[config.mk]
export PLATFORM = sky130hd
export DESIGN_NAME = fifo_write_arbiter
export DESIGN_NICKNAME = d
export VERILOG_FILES = /design/src/rtl/fifo_arb_pkg.sv /design/src/rtl/fifo_write_arbiter_rr_pick.sv /design/src/rtl/fifo_write_arbiter.sv
export SDC_FILE = /design/constraint.sdc
export NUM_CORES = 1
export LEC_CHECK = 0
export CORE_UTILIZATION = 35
export DETAILED_ROUTE_END_ITERATION = 10
export PLACE_DENSITY = 0.74
export SYNTH_ARGS = -nofsm -noshare
export SYNTH_HDL_FRONTEND = slang
export SYNTH_SLANG_ARGS = --single-unit
export TNS_END_PERCENT = 1
[constraint.sdc]
create_clock -name clk -period 2.77 [get_ports clk]
set_clock_uncertainty 0.05 [all_clocks]
set_input_delay 0.554 -clock clk [delete_from_list [all_inputs] [get_ports clk]]
set_output_delay 0.554 -clock clk [all_outputs]
set_load 0.01 [all_outputs]
[src/rtl/fifo_arb_pkg.sv]
// Shared types and helpers for the FIFO write-side arbiter and future
// read-side schedulers.
package fifo_arb_pkg;

    typedef enum logic {
        IDLE  = 1'b0,
        BURST = 1'b1
    } arb_state_t;

    localparam int BURST_CNT_W = 8;
    localparam int MAX_REQ     = 16;

    // Wide enough for the largest supported requester count; callers slice.
    function automatic logic [MAX_REQ-1:0] onehot(input logic [3:0] idx);
        return MAX_REQ'(1) << idx;
    endfunction

endpackage

[src/rtl/fifo_write_arbiter_rr_pick.sv]
// Combinational round-robin picker: first set request strictly after
// last_idx, wrapping modulo N_REQ.
module rr_pick #(
    parameter int N_REQ = 4,
    parameter int ID_W  = 2
) (
    input  logic [N_REQ-1:0] req,
    input  logic [ID_W-1:0]  last_idx,
    output logic             found,
    output logic [ID_W-1:0]  next_idx
);

    logic [ID_W:0]      start;
    logic [ID_W:0]      sum;
    logic [2*N_REQ-1:0] doubled;
    logic [N_REQ-1:0]   rotated;
    logic [ID_W-1:0]    offset;

    // Rotate so the search origin lands on bit 0, priority-encode the lowest
    // set bit, then rotate the winning offset back into an absolute index.
    always_comb begin
        start    = (last_idx >= ID_W'(N_REQ - 1)) ? '0 : {1'b0, last_idx} + 1'b1;
        doubled  = {req, req} >> start;
        rotated  = doubled[N_REQ-1:0];
        found    = |req;
        offset   = '0;
        for (int k = N_REQ - 1; k >= 0; k--) begin
            if (rotated[k]) begin
                offset = ID_W'(k);
            end
        end
        sum      = start + {1'b0, offset};
        next_idx = (sum >= (ID_W + 1)'(N_REQ)) ? ID_W'(sum - (ID_W + 1)'(N_REQ))
                                               : ID_W'(sum);
    end

endmodule

[src/rtl/fifo_write_arbiter.sv]
// Round-robin, burst-locked arbiter sharing one FIFO write port among
// N_REQ producers; the grant rotates only through an IDLE cycle.
module fifo_write_arbiter
    import fifo_arb_pkg::*;
#(
    parameter int N_REQ     = 4,
    parameter int D_WIDTH   = 8,
    parameter int MAX_BURST = 4,
    localparam int ID_W     = (N_REQ > 1) ? $clog2(N_REQ) : 1
) (
    input  logic                       clk,
    input  logic                       rst_n,
    input  logic [N_REQ-1:0]           req,
    input  logic [N_REQ*D_WIDTH-1:0]   data_in_flat,
    output logic [N_REQ-1:0]           ack,
    input  logic                       fifo_full,
    output logic                       fifo_w_en,
    output logic [D_WIDTH-1:0]         fifo_data,
    output logic [ID_W-1:0]            grant_id,
    output logic                       busy
);

    arb_state_t               state;
    logic [BURST_CNT_W-1:0]   burst_cnt;
    logic                     pick_found;
    logic [ID_W-1:0]          pick_idx;
    logic                     owner_req;
    logic                     last_word;
    logic [MAX_REQ-1:0]       owner_onehot;

    rr_pick #(
        .N_REQ (N_REQ),
        .ID_W  (ID_W)
    ) u_pick (
        .req      (req),
        .last_idx (grant_id),
        .found    (pick_found),
        .next_idx (pick_idx)
    );

    assign owner_req    = req[grant_id];
    assign owner_onehot = onehot(4'(grant_id));
    assign last_word    = (burst_cnt == BURST_CNT_W'(MAX_BURST - 1));

    // Outputs decode straight from the registered state, so an async reset
    // silences the write port within the same cycle.
    assign busy      = (state == BURST);
    assign fifo_w_en = busy & owner_req & ~fifo_full;
    assign ack       = fifo_w_en ? owner_onehot[N_REQ-1:0] : '0;
    assign fifo_data = busy ? data_in_flat[grant_id*D_WIDTH +: D_WIDTH] : '0;

    // A full FIFO simply stalls the burst; a dropped request always wins.
    always_ff @(posedge clk or negedge rst_n) begin
        if (!rst_n) begin
            state     <= IDLE;
            burst_cnt <= '0;
            grant_id  <= ID_W'(N_REQ - 1);
        end else begin
            case (state)
                IDLE: begin
                    if (pick_found) begin
                        grant_id  <= pick_idx;
                        burst_cnt <= '0;
                        state     <= BURST;
                    end
                end
                BURST: begin
                    if (!owner_req) begin
                        state <= IDLE;
                    end else if (fifo_w_en) begin
                        burst_cnt <= burst_cnt + 1'b1;
                        if (last_word) begin
                            state <= IDLE;
                        end
                    end
                end
                default: state <= IDLE;
            endcase
        end
    end

endmodule

======== Yosys cells after proc, flatten, opt, wreduce, memory -nomap -nowiden ========
Index checks and enable logic that the tools add are counted.
operators by class
  shift-type cells ........................ 3
  multiplexer cells ....................... 19
  reduce and logical (&&, ||, !) cells .... 3
  add/sub/neg operators ................... 4
  bitwise logic cells ..................... 4
  eq/ne operators ......................... 4
  order comparisons ....................... 3
operators by type and width
  cell                   number
  $mux W8                4
  $shiftx A32 B6 Y8      1
  $pmux W8 S2            1
  $mux W2                5
  $add A8 B1 Y8 const B  1
  $eq A8 B2 Y1 const B   1
  $shr A8 B3 Y4          1
  $mux W1                5
  $mux W4                1
  $ne A2 B2 Y1 const B   2
  $reduce_or A4 Y1       1
  $shl A1 B2 Y4 const A  1
  $add A2 B1 Y3 const B  1
  $add A3 B2 Y3          1
  $ge A3 B3 Y1 const B   1
  $lt A2 B3 Y1 const B   1
  $mux W3                1
  $reduce_and A3 Y1      1
  $and A1 B1 Y1          2
  $bmux W1 S2            1
  $ge A2 B2 Y1 const B   1
  $ne A2 B1 Y1 const B   1
  $not A1 Y1             2
  $pmux W1 S2            1
  2 further kinds        2
storage, ports and cells
  input bits .............................. 39
  flip-flop bits (word level) ............. 11

======== Longest topological paths before layout ========
Gate-level depths: netlist of the first run.
  depth in word-level cells ............... 10
  depth in mapped cells ................... 8
  gate-level depth less buffers ........... 7

======== By module ========
From an unflattened synthesis of the first run, not the netlist that was laid out.
second synthesis, totals
  cell total of the unflattened synthesis .. 96
  area, all modules ....................... 975.9 µm²
by module, submodules not included
  module              cells each  instances  area an instance (µm²)
  fifo_write_arbiter  82          1          877.1
  rr_pick             14          1          98.8

======== Worst setup path after synthesis of the first run ========
OpenSTA, ideal clock, no wires.
  kind .................................... register to output
  start ................................... register grant_id[0]
  end ..................................... output port ack[0]
  stages on the path, launching flop included .. 5
  setup slack ............................. 0.649 ns
  arrival ................................. 1.517 ns
  buffers on the path ..................... 0
  required time ........................... 2.166 ns
  cell sequence ........................... dfstp_2 > mux4_2 > nand3b_4 > inv_2 > and2_1
between the ends
  word-level cells in the longest chain between the ends .. 5
  elaborated cells on any way between the ends .. 6
  those cells by class .................... shift: 1; mux: 3; bitwise: 2
ends and longest elaborated chain
  item                           RTL line                  text
  from (decl)                    fifo_write_arbiter.sv:19  output logic [ID_W-1:0] grant_id,
  from (signal assigned)         fifo_write_arbiter.sv:57  grant_id <= ID_W'(N_REQ - 1);
  from (signal assigned)         fifo_write_arbiter.sv:62  grant_id <= pick_idx;
  $bmux W1 S2                    fifo_write_arbiter.sv:41  assign owner_req = req[grant_id];
  $mux W1 (implied by the code)  fifo_write_arbiter.sv:41
  $and A1 B1 Y1 (2 in a row)     fifo_write_arbiter.sv:48  assign fifo_w_en = busy & owner_req & ~fifo_full;
  net fifo_w_en                  fifo_write_arbiter.sv:17  output logic fifo_w_en,
  $mux W4                        fifo_write_arbiter.sv:49  assign ack = fifo_w_en ? owner_onehot[N_REQ-1:0] : '0;
  to (decl)                      fifo_write_arbiter.sv:15  output logic [N_REQ-1:0] ack,
The timed path passes the listed nets, and every way through them passes these cells. The select of a mux whose other input is x is not followed.

======== Final worst setup path of the first run ========
  start ................................... register grant_id[0]
  end ..................................... output port fifo_data[6]
between the ends
  word-level cells in the longest chain between the ends .. 2
ends and longest elaborated chain
  item               RTL line                  text
  $shiftx A32 B6 Y8  fifo_write_arbiter.sv:50  assign fifo_data = busy ? data_in_flat[grant_id*D_WIDTH +: D_WIDTH] : '0;
  $mux W8            fifo_write_arbiter.sv:50
  to (decl)          fifo_write_arbiter.sv:18  output logic [D_WIDTH-1:0] fifo_data,
No other way between the ends.

==> impl_results.md, run 1 <==
- Inserted Clock Buffers: 3
- Wire length per cell: ~14 microns
- Async set-or-reset flop fraction in the synthesized netlist: 100%
- Highest clock rate: ~370 MHz
- Hpwl dp: between 2 and 2.5 mm
- FP Rows: 18
- Simple-Gate Fraction of Synth Area: between 20% and 30%
- Avg Cell Area, Syn: about 10 sq um
- Share of the yosys chip area belonging to registers: between 20% and 30%
- Area Growth Syn to Fin: 71.8%
- Place WS: -0.182 ns
- CTS sink count: 11
- XOR/XNOR share of the synthesized area: 3.53%
- Layout cells sized above 1: about a fifth
- Placed cells: just under 200
- Initial antenna violation count: 0
- Die width: approximately 55 microns
- Compound-Gate Fraction of Synth Area: approximately 13%
- Setup TNS: 0 ns
- Post-synth EDFFs: 0
- Mapped Cells: approximately 100
- Total GRT Usage: roughly a fifth
- YS warnings: 0
- ANT cells: 0
- Initial Util: 38.7%
- Final Slew Violations: 0
- Yosys reg bits: 11
- Critical path class: flop to primary output
- IO Count: 55
- Worst setup margin: just under 0.06 ns
- I/O Buffers: 54
- Worst skew pair latency: 0.26 ns
- # nets final: between 200 and 250
- Peak supply drop: around 0.74 mV
- Die ar.: between 3000 and 4000 sq um
- CTS tree: done
- Cts hold-fix bufs: 0
- CORE AREA: between 2000 and 3000 sq um
- DR DRC count: 0
- Final worst-path cycle share: just under 100%
- Pleak: between 0.0007 and 0.0008 uW
- Largest net degree at the start of global routing: 14
- ANT nets after route: 0
- Final min period: 2.71 ns
- Worst Path Max Fanout: 11
- Synth top area share: between 20% and 30%
- Syn Nets: 146
- Vias in the first global route: approximately 1100
- Pwr Total: about 1400 uW
- Chip Height: ~55 microns
- First-pass GRT wire length: between 4 and 5 mm
- Post-synthesis adder-cell area fraction: roughly 6.3%
- Via count: 1091
- Fin cells: 202
- Final Hold Viols: 0
- Status: finished, final reports clean
- Slew @ Worst Pin: between 0.6 and 0.7 ns
- Max-capacitance violation count: 0
- Commonest non-fill, non-tap cell in the layout: clkdlybuf4s50_1
- Worst Path Required: roughly 2.2 ns
- Distinct cells, synth: 33
- Post-synth top area cell: dfrtp_1
- Rel. slew slack: 53.4%
- Hold WC Path Type: flop to flop
- Htree depth: 1
- RePlAce Congestion: about 0.9
- Post-synthesis mux area share: roughly a fifth
- DR vias/cell: approximately 5.4
- Clock root buffer: clkbuf_4
- Iteration-0 DRC Markers: 17
- Main combinational cell family by area after synthesis: simple AND/OR/NAND/NOR gates
- Startpoint types: flop
- Pwr per Cell Area: between 700 and 800 nW/um^2
- Most frequent cells in the layout: clkdlybuf4s50_1, buf_4, and2_1
- Unrepaired setup endpoints after global routing: no
- Dominant synthesized flop cell: dfrtp_1
- Gr ovfl total: 0
- Reg clk slew, reported paths: approximately 0.07 ns
- Arr. time, crit path: roughly 2.1 ns
- WL final: 2.92 mm
- Setup violators final: 0
- First-pass DRT Iterations: 4
- Largest cells by area after synthesis: dfrtp_1, mux4_2, and2_1, ha_1, dfstp_2
- Netlist Area Pre-Place: 993 sq um
- Clock buffer depth: 2
- Worst setup EP type: primary output
-- cell type report --
class                      instances  area [sq um]
clock buffer                       4          26.3
inverter                           3          11.3
multi-input combinational         85           686
timing repair buffer              69           668
fill                             204           861
sequential                        11           278
tap                               30          37.5
-- synth_stat cells (2+ instances only) --
master    number
and2_1        12
dfrtp_1        9
mux4_2         9
nand2_1        9
nor2_1         8
o21ai_0        7
a21oi_1        6
ha_1           5
nand3_1        3
nor3_1         3
buf_4          2
dfstp_2        2
inv_1          2
nand2b_1       2
nor2b_1        2
nor4_1         2
xnor2_1        2
xor2_1         2
-- cell families after synthesis --
family          after synthesis
compound gates               20
simple gates                 47
mux                           9
buf+inv                       6
xor+xnor                      4
fa+ha+maj                     5
flops                        11
-- power by group --
group | internal, uW | switching (uW) | leakage, uW
Sequential | 214 | 63.3 | 0.000141
Clock | 55.6 | 53.6 | 0.0000150
Combinational | 572 | 402 | 0.000598
Total | 842 | 519 | 0.000755
-- through the flow --
stage | cell area, sq um | util (%) | hold WS, ns
2_1_floorplan | 993 | - | 0.208
3_3_place_gp | 1640 | 63.7 | 0.461
3_5_place_dp | 1640 | 63.7 | 0.476
4_1_cts | 1680 | 65.3 | 0.484
5_1_grt | 1710 | 66.5 | 0.501
6_report | 1710 | 66.5 | 0.488
-- flip-flops by register name (all words and copies together) (netlist names) --
name,flops
busy,1
grant_id,2
burst_cnt,8
-- timing repair --
action                                  in CTS  in global routing
setup buffers                                1                  3
gates resized for setup                      8                  4
endpoints found under the setup margin      13                 13
-- critical path: stages (launching register included) --
cell,delay [ns]
dfstp_2,0.56
buf_12,0.15
mux4_2,0.50
and2_1,0.17
clkdlybuf4s50_1,0.47
-- routing by layer --
layer  GRT usage, %  routed length, microns
met5              0                       0
met4           3.21                      39
met3           6.79                     243
met2           36.5                    1560
met1           22.8                    1070
-- worst paths after layout --
kind / start / to / slack (ns) / depth (start not counted)
setup / recovery: grant_id[0] / fifo_data[6] / 0.06 / 4
hold / removal: burst_cnt[0] / burst_cnt[0] / 0.49 / 1
setup reg to reg: grant_id[0] / burst_cnt[6] / 0.61 / 9
hold reg to reg: burst_cnt[0] / burst_cnt[0] / 0.49 / 1
max in group asynchronous: rst_n / grant_id[1] / 1.75 / 1
min in group asynchronous: rst_n / burst_cnt[2] / 0.57 / 1
(Power assumes the default switching activity.)
==> run 2, diff against run 1 <==
--- a/config.mk
+++ b/config.mk
@@ -5,9 +5,11 @@
 export SDC_FILE = /design/constraint.sdc
 export NUM_CORES = 1
 export LEC_CHECK = 0
-export CORE_UTILIZATION = 35
+export CELL_PAD_IN_SITES_DETAIL_PLACEMENT = 1
+export CELL_PAD_IN_SITES_GLOBAL_PLACEMENT = 1
+export CORE_UTILIZATION = 27
 export DETAILED_ROUTE_END_ITERATION = 10
-export PLACE_DENSITY = 0.74
+export PLACE_DENSITY_LB_ADDON = 0.1
 export SYNTH_ARGS = -nofsm -noshare
 export SYNTH_HDL_FRONTEND = slang
 export SYNTH_SLANG_ARGS = --single-unit
==> impl_results.md, run 2 (same netlist as run 1, synthesis figures left out) <==
- Final instance area: 1720 sq um (+1.0%)
- CTS sink count: 11 (unchanged)
- Fin cells: 215 (+6.4%)
- Gr ovfl total: 0 (unchanged)
- I/O Buffers: 54 (unchanged)
- DR DRC count: 0 (unchanged)
- Placed Instance Area: 1660 sq um (+1.7%)
- Largest net degree at the start of global routing: 13 (-1)
- Htree depth: 1 (unchanged)
- Layout cells sized above 1: 18.3% (-0.84 points)
- Hpwl dp: 2.96 mm (+23%)
- Worst skew pair latency: 0.24 ns (-0.02 ns)
- P_sw: 559 uW (+7.8%)
- Cts hold-fix bufs: 0 (unchanged)
- Slew @ Worst Pin: 0.512 ns (-0.185 ns)
- Met1 usage in global routing: 19.2% (-3.6 points)
- Grt peak-use layer: met2
- Commonest non-fill, non-tap cell in the layout: clkdlybuf4s50_1
- First-pass DRT Iterations: 3 (-1)
- Inserted Clock Buffers: 3 (unchanged)
- FP Rows: 21 (+3)
- # nets final: 214 (-1.4%)
- P_int: 866 uW (+2.8%)
- Post-CTS Repair Setup Buffers: 0 (-1)
- Crit path launch: req[2]
- Most frequent cells in the layout: clkdlybuf4s50_1, and2_1, buf_4
- Final worst-path cycle share: 98.3% (+0.49 points)
- Setup violators final: 0 (unchanged)
- Iteration-0 DRC Markers: 11 (-6)
- Worst Path Required: 2.17 ns (about the same)
- Max-capacitance violation count: 0 (unchanged)
- Wire length per cell: 16.7 microns (+16%)
- Peak supply drop: 0.375 mV (-49%)
- Clock buffer depth: 2 (unchanged)
- ANT cells: 0 (unchanged)
- Met3 GRT Util: 5.11% (-1.7 points)
- CTS tree: done
- Chip Height: 62.7 microns (+13%)
- Min Hold Slack: 0.484 ns (-0.00352 ns)
- Worst Path Max Fanout: 6 (-5)
- Hold Startpoint: burst_cnt[0]
- Pwr per Cell Area: 827 nW/um^2 (+3.7%)
- Gate power share: 69.3% (-2.3 points)
- Reg clk slew, reported paths: 0.05 ns (-0.02 ns)
- ANT nets after route: 0 (unchanged)
- Status: finished, final reports clean
- RePlAce Congestion: 0.754 (-15%)
- Area Growth Syn to Fin: 73.6%
- Worst R2R Start: grant_id[0]
- Final Hold Viols: 0 (unchanged)
- Placed cells: 211 (+8.8%)
- Largest Register: burst_cnt
- Clock root buffer: clkbuf_8
- Highest clock rate: 367 MHz (-0.49%)
- Initial antenna violation count: 0 (unchanged)
- Pleak: 0.000757 uW (+0.30%)
- Arr. time, crit path: 2.12 ns (about the same)
- Die ar.: 3930 sq um (+29%)
- Worst setup EP type: primary output
- Hold WC Path Type: flop to flop
- CORE AREA: 3440 sq um (+34%)
- Vias in the first global route: 1192 (+12%)
- Final min period: 2.72 ns (+0.0134 ns)
- Die width: 62.7 microns (+13%)
- Worst setup margin: 0.0458 ns (-0.0134 ns)
- Sequential Power Share: 19.2% (-1.2 points)
- Largest register FFs: 8 (unchanged)
- Grt met2 use: 38.6% (+2.1 points)
- Place WS: -0.168 ns (+0.0132 ns)
- Total GRT Usage: 19.5% (-0.50 points)
- Critical path class: input pin to primary output
- Proportion of power drawn by the clock network: 11.6% (+3.6 points)
- Final Slew Violations: 0 (unchanged)
- Via count: 1066 (-2.3%)
- DR vias/cell: 4.96 (-8.2%)
- Rel. slew slack: 65.8% (+12 points)
- Startpoint types: input pin
- Unrepaired setup endpoints after global routing: no
- WL final: 3.59 mm (+23%)
- IO Count: 55 (unchanged)
- Initial Util: 28.9% (-9.8 points)
- First-pass GRT wire length: 5.89 mm (+20%)
- Switching share of total power: 39.3% (+1.1 points)
run 2: cell types whose count changed in the layout (fill, tap and decap cells not counted):
| cell | change |
|---|---|
| clkbuf_1 | -1 |
| clkbuf_8 | +3 |
| clkinv_2 | +1 |
| clkbuf_4 | -3 |
| clkdlybuf4s15_1 | -1 |
| clkdlybuf4s50_1 | +1 |
| buf_4 | -3 |
run 2: layer usage:
metal	wire length, microns	share of wire (%)
met1	1320	37
met2	2020	56
met3	179	5.0
met4	68	1.9
met5	0	0
run 2: worst paths after layout:
check,to,slack [ns],cells after the start
max in group asynchronous,grant_id[0],1.71,1
max,ack[2],0.05,6
min in group asynchronous,burst_cnt[6],0.60,1
min reg2reg,burst_cnt[0],0.48,1
max reg2reg,grant_id[0],0.51,9
min,burst_cnt[0],0.48,1
run 2: final cells by class:
type | instances | area (sq um)
clock inverters | 1 | 5.00
fillers | 399 | 1720
clock buffers | 3 | 41.3
inverters | 3 | 11.3
multi-input cells | 85 | 686
flip-flops and latches | 11 | 278
repair buffers | 66 | 646
well taps | 46 | 57.6
run 2: through the flow:
stage	util, %	TNS (ns)	total power [uW]
final	50.1	0	1430
after global routing	50.1	0	1530
after CTS	49.6	0	1430
after detailed placement	48.3	-0.541	1260
after global placement	48.3	-0.370	1230
after floorplan	-	0	808
run 2: timing repair:
action,CTS,global route
resized for setup,5,5
endpoints found under the setup margin,11,8
cloned,0,0
run 2: power by group through the flow:
| stage | registers, uW | logic, uW | clock network, uW |
|---|---|---|---|
| CTS | 273 | 988 | 167 |
| global route | 282 | 1070 | 179 |
| floorplan | 272 | 535 | 0 |
| global placement | 271 | 956 | 0 |
| finish | 273 | 987 | 165 |
| detailed placement | 272 | 985 | 0 |
run 2: worst max-delay path, stage by stage:
cell and delay, ns:
clkdlybuf4s50_1 0.43, mux4_2 0.52, nand3b_4 0.10, inv_2 0.06, and2_1 0.16, dlygate4sd2_1 0.29
==> run 3, diff against run 2 <==
--- a/config.mk
+++ b/config.mk
@@ -10,6 +10,7 @@
 export CORE_UTILIZATION = 27
 export DETAILED_ROUTE_END_ITERATION = 10
 export PLACE_DENSITY_LB_ADDON = 0.1
+export RECOVER_POWER = 25
 export SYNTH_ARGS = -nofsm -noshare
 export SYNTH_HDL_FRONTEND = slang
 export SYNTH_SLANG_ARGS = --single-unit
==> impl_results.md, run 3 (same netlist as run 1, synthesis figures left out) <==
- Unrepaired setup endpoints after global routing: no
- Critical path class: input pin to primary output
- Hpwl dp: 2.96 mm (unchanged)
- Worst skew pair latency: 0.24 ns (about the same)
- Final min period: 2.72 ns (unchanged)
- Worst Path Required: 2.17 ns (about the same)
- Pwr Total: 1420 uW (about the same)
- Gr ovfl total: 0 (unchanged)
- Highest clock rate: 367 MHz (unchanged)
- I/O Buffers: 54 (unchanged)
- Worst setup EP type: primary output
- Arr. time, crit path: 2.12 ns (about the same)
- Die ar.: 3930 sq um (unchanged)
- Iteration-0 DRC Markers: 11 (unchanged)
- Rel. slew slack: 65.4% (-0.35 points)
- Die width: 62.7 microns (unchanged)
- # nets final: 214 (unchanged)
- Chip Height: 62.7 microns (unchanged)
- CTS sink count: 11 (unchanged)
- Vias in the first global route: 1192 (unchanged)
- Via count: 1066 (unchanged)
- Clock buffer depth: 2 (unchanged)
- Status: finished, final reports clean
- Setup violators final: 0 (unchanged)
- Largest net degree at the start of global routing: 13 (unchanged)
- Filler cells: 399 (unchanged)
- CORE AREA: 3440 sq um (unchanged)
- Reg clk slew, reported paths: 0.05 ns (about the same)
- Clock root buffer: clkbuf_8
- Worst Path Max Fanout: 6 (unchanged)
- Placed cells: 211 (unchanged)
- Initial Util: 28.9% (unchanged)
- Final Slew Violations: 0 (unchanged)
- CTS tree: done
- RePlAce Congestion: 0.754 (unchanged)
- Final Hold Viols: 0 (unchanged)
- ANT nets after route: 0 (unchanged)
- Pwr per Cell Area: 826 nW/um^2 (about the same)
- Final worst-path cycle share: 98.3% (unchanged)
- Inserted Clock Buffers: 3 (unchanged)
- First-pass DRT Iterations: 3 (unchanged)
- Fin cells: 215 (unchanged)
- Slew @ Worst Pin: 0.517 ns (+0.00517 ns)
- IO Count: 55 (unchanged)
- FP Rows: 21 (unchanged)
- Setup TNS: 0 ns (unchanged)
- Wire length per cell: 16.7 microns (about the same)
- Final core utilization: 50.1% (unchanged)
- Hold WC Path Type: flop to flop
- Max-capacitance violation count: 0 (unchanged)
- Layout cells sized above 1: 18.3% (unchanged)
- ANT cells: 0 (unchanged)
- Largest Register: burst_cnt
- Total GRT Usage: 19.5% (unchanged)
- Largest register FFs: 8 (unchanged)
- DR vias/cell: 4.96 (unchanged)
- Htree depth: 1 (unchanged)
- Final instance area: 1720 sq um (unchanged)
- Area Growth Syn to Fin: 73.6% (unchanged)
- Pleak: 0.000757 uW (about the same)
- Startpoint types: input pin
- Post-CTS Repair Setup Buffers: 0 (unchanged)
- Placed Instance Area: 1660 sq um (unchanged)
- Initial antenna violation count: 0 (unchanged)
- Commonest non-fill, non-tap cell in the layout: clkdlybuf4s50_1
- First-pass GRT wire length: 5.89 mm (unchanged)
- DR DRC count: 0 (unchanged)
- Most frequent cells in the layout: clkdlybuf4s50_1, and2_1, buf_4
- Peak supply drop: 0.375 mV (about the same)
- WL final: 3.59 mm (about the same)
==> run 3: cell types whose count changed in the layout (fill, tap and decap cells not counted) <==
cell,change
clkdlybuf4s50_1,-1
dlygate4sd3_1,+1
==> run 3: stage by stage <==
stage | setup WS, ns | hold WS (ns)
floorplan | 0.649 | 0.208
global placement | -0.0941 | 0.463
detailed placement | -0.168 | 0.482
CTS | 0.0152 | 0.488
global route | 0.000561 | 0.541
finish | 0.0458 | 0.484
==> run 3: report_power, final <==
group	switching [uW]	internal, uW
sequential	58.6	214
clock	66.0	99.1
combinational	435	552
==> run 3: area by class of cell <==
| class | count | area (sq um) | area share, % |
|---|---|---|---|
| repair buffers | 66 | 646 | 37.4 |
| flip-flops and latches | 11 | 278 | 16.1 |
| clock buffers | 3 | 41.3 | 2.39 |
| well taps | 46 | 57.6 | 3.34 |
| inverters | 3 | 11.3 | 0.653 |
| multi-input cells | 85 | 686 | 39.8 |
| clock inverters | 1 | 5.00 | 0.290 |
==> run 3: timing repair <==
item | 4_1_cts | 5_1_grt
pin swaps | 0 | 0
hold buffers | 0 | 0
resized for setup | 5 | 5
hold endpoints to repair | 0 | 0
endpoints found under the setup margin | 11 | 8
==> run 3: worst paths after layout <==
| check | startpoint | endpoint | slack (ns) | depth (start not counted) |
|---|---|---|---|---|
| worst max register to register | grant_id[0] | grant_id[0] | 0.51 | 9 |
| worst min-delay path | burst_cnt[0] | burst_cnt[0] | 0.48 | 1 |
| worst max-delay path | req[2] | ack[2] | 0.05 | 6 |
| worst min register to register | burst_cnt[0] | burst_cnt[0] | 0.48 | 1 |
| min in group asynchronous | rst_n | burst_cnt[6] | 0.67 | 1 |
| max in group asynchronous | rst_n | grant_id[0] | 1.64 | 1 |
==> run 3: worst max-delay path: stages <==
cell	delay [ns]
clkdlybuf4s50_1	0.43
mux4_2	0.52
nand3b_4	0.10
inv_2	0.06
and2_1	0.16
dlygate4sd2_1	0.29
==> run 3: per-layer routing <==
layer  GRT usage, %  routed length [microns]  part of all wire (%)
met1           19.2                     1320                    37
met2           38.6                     2020                    56
met3           5.11                      179                   5.0
met4           6.40                       68                   1.9
met5              0                        0                     0
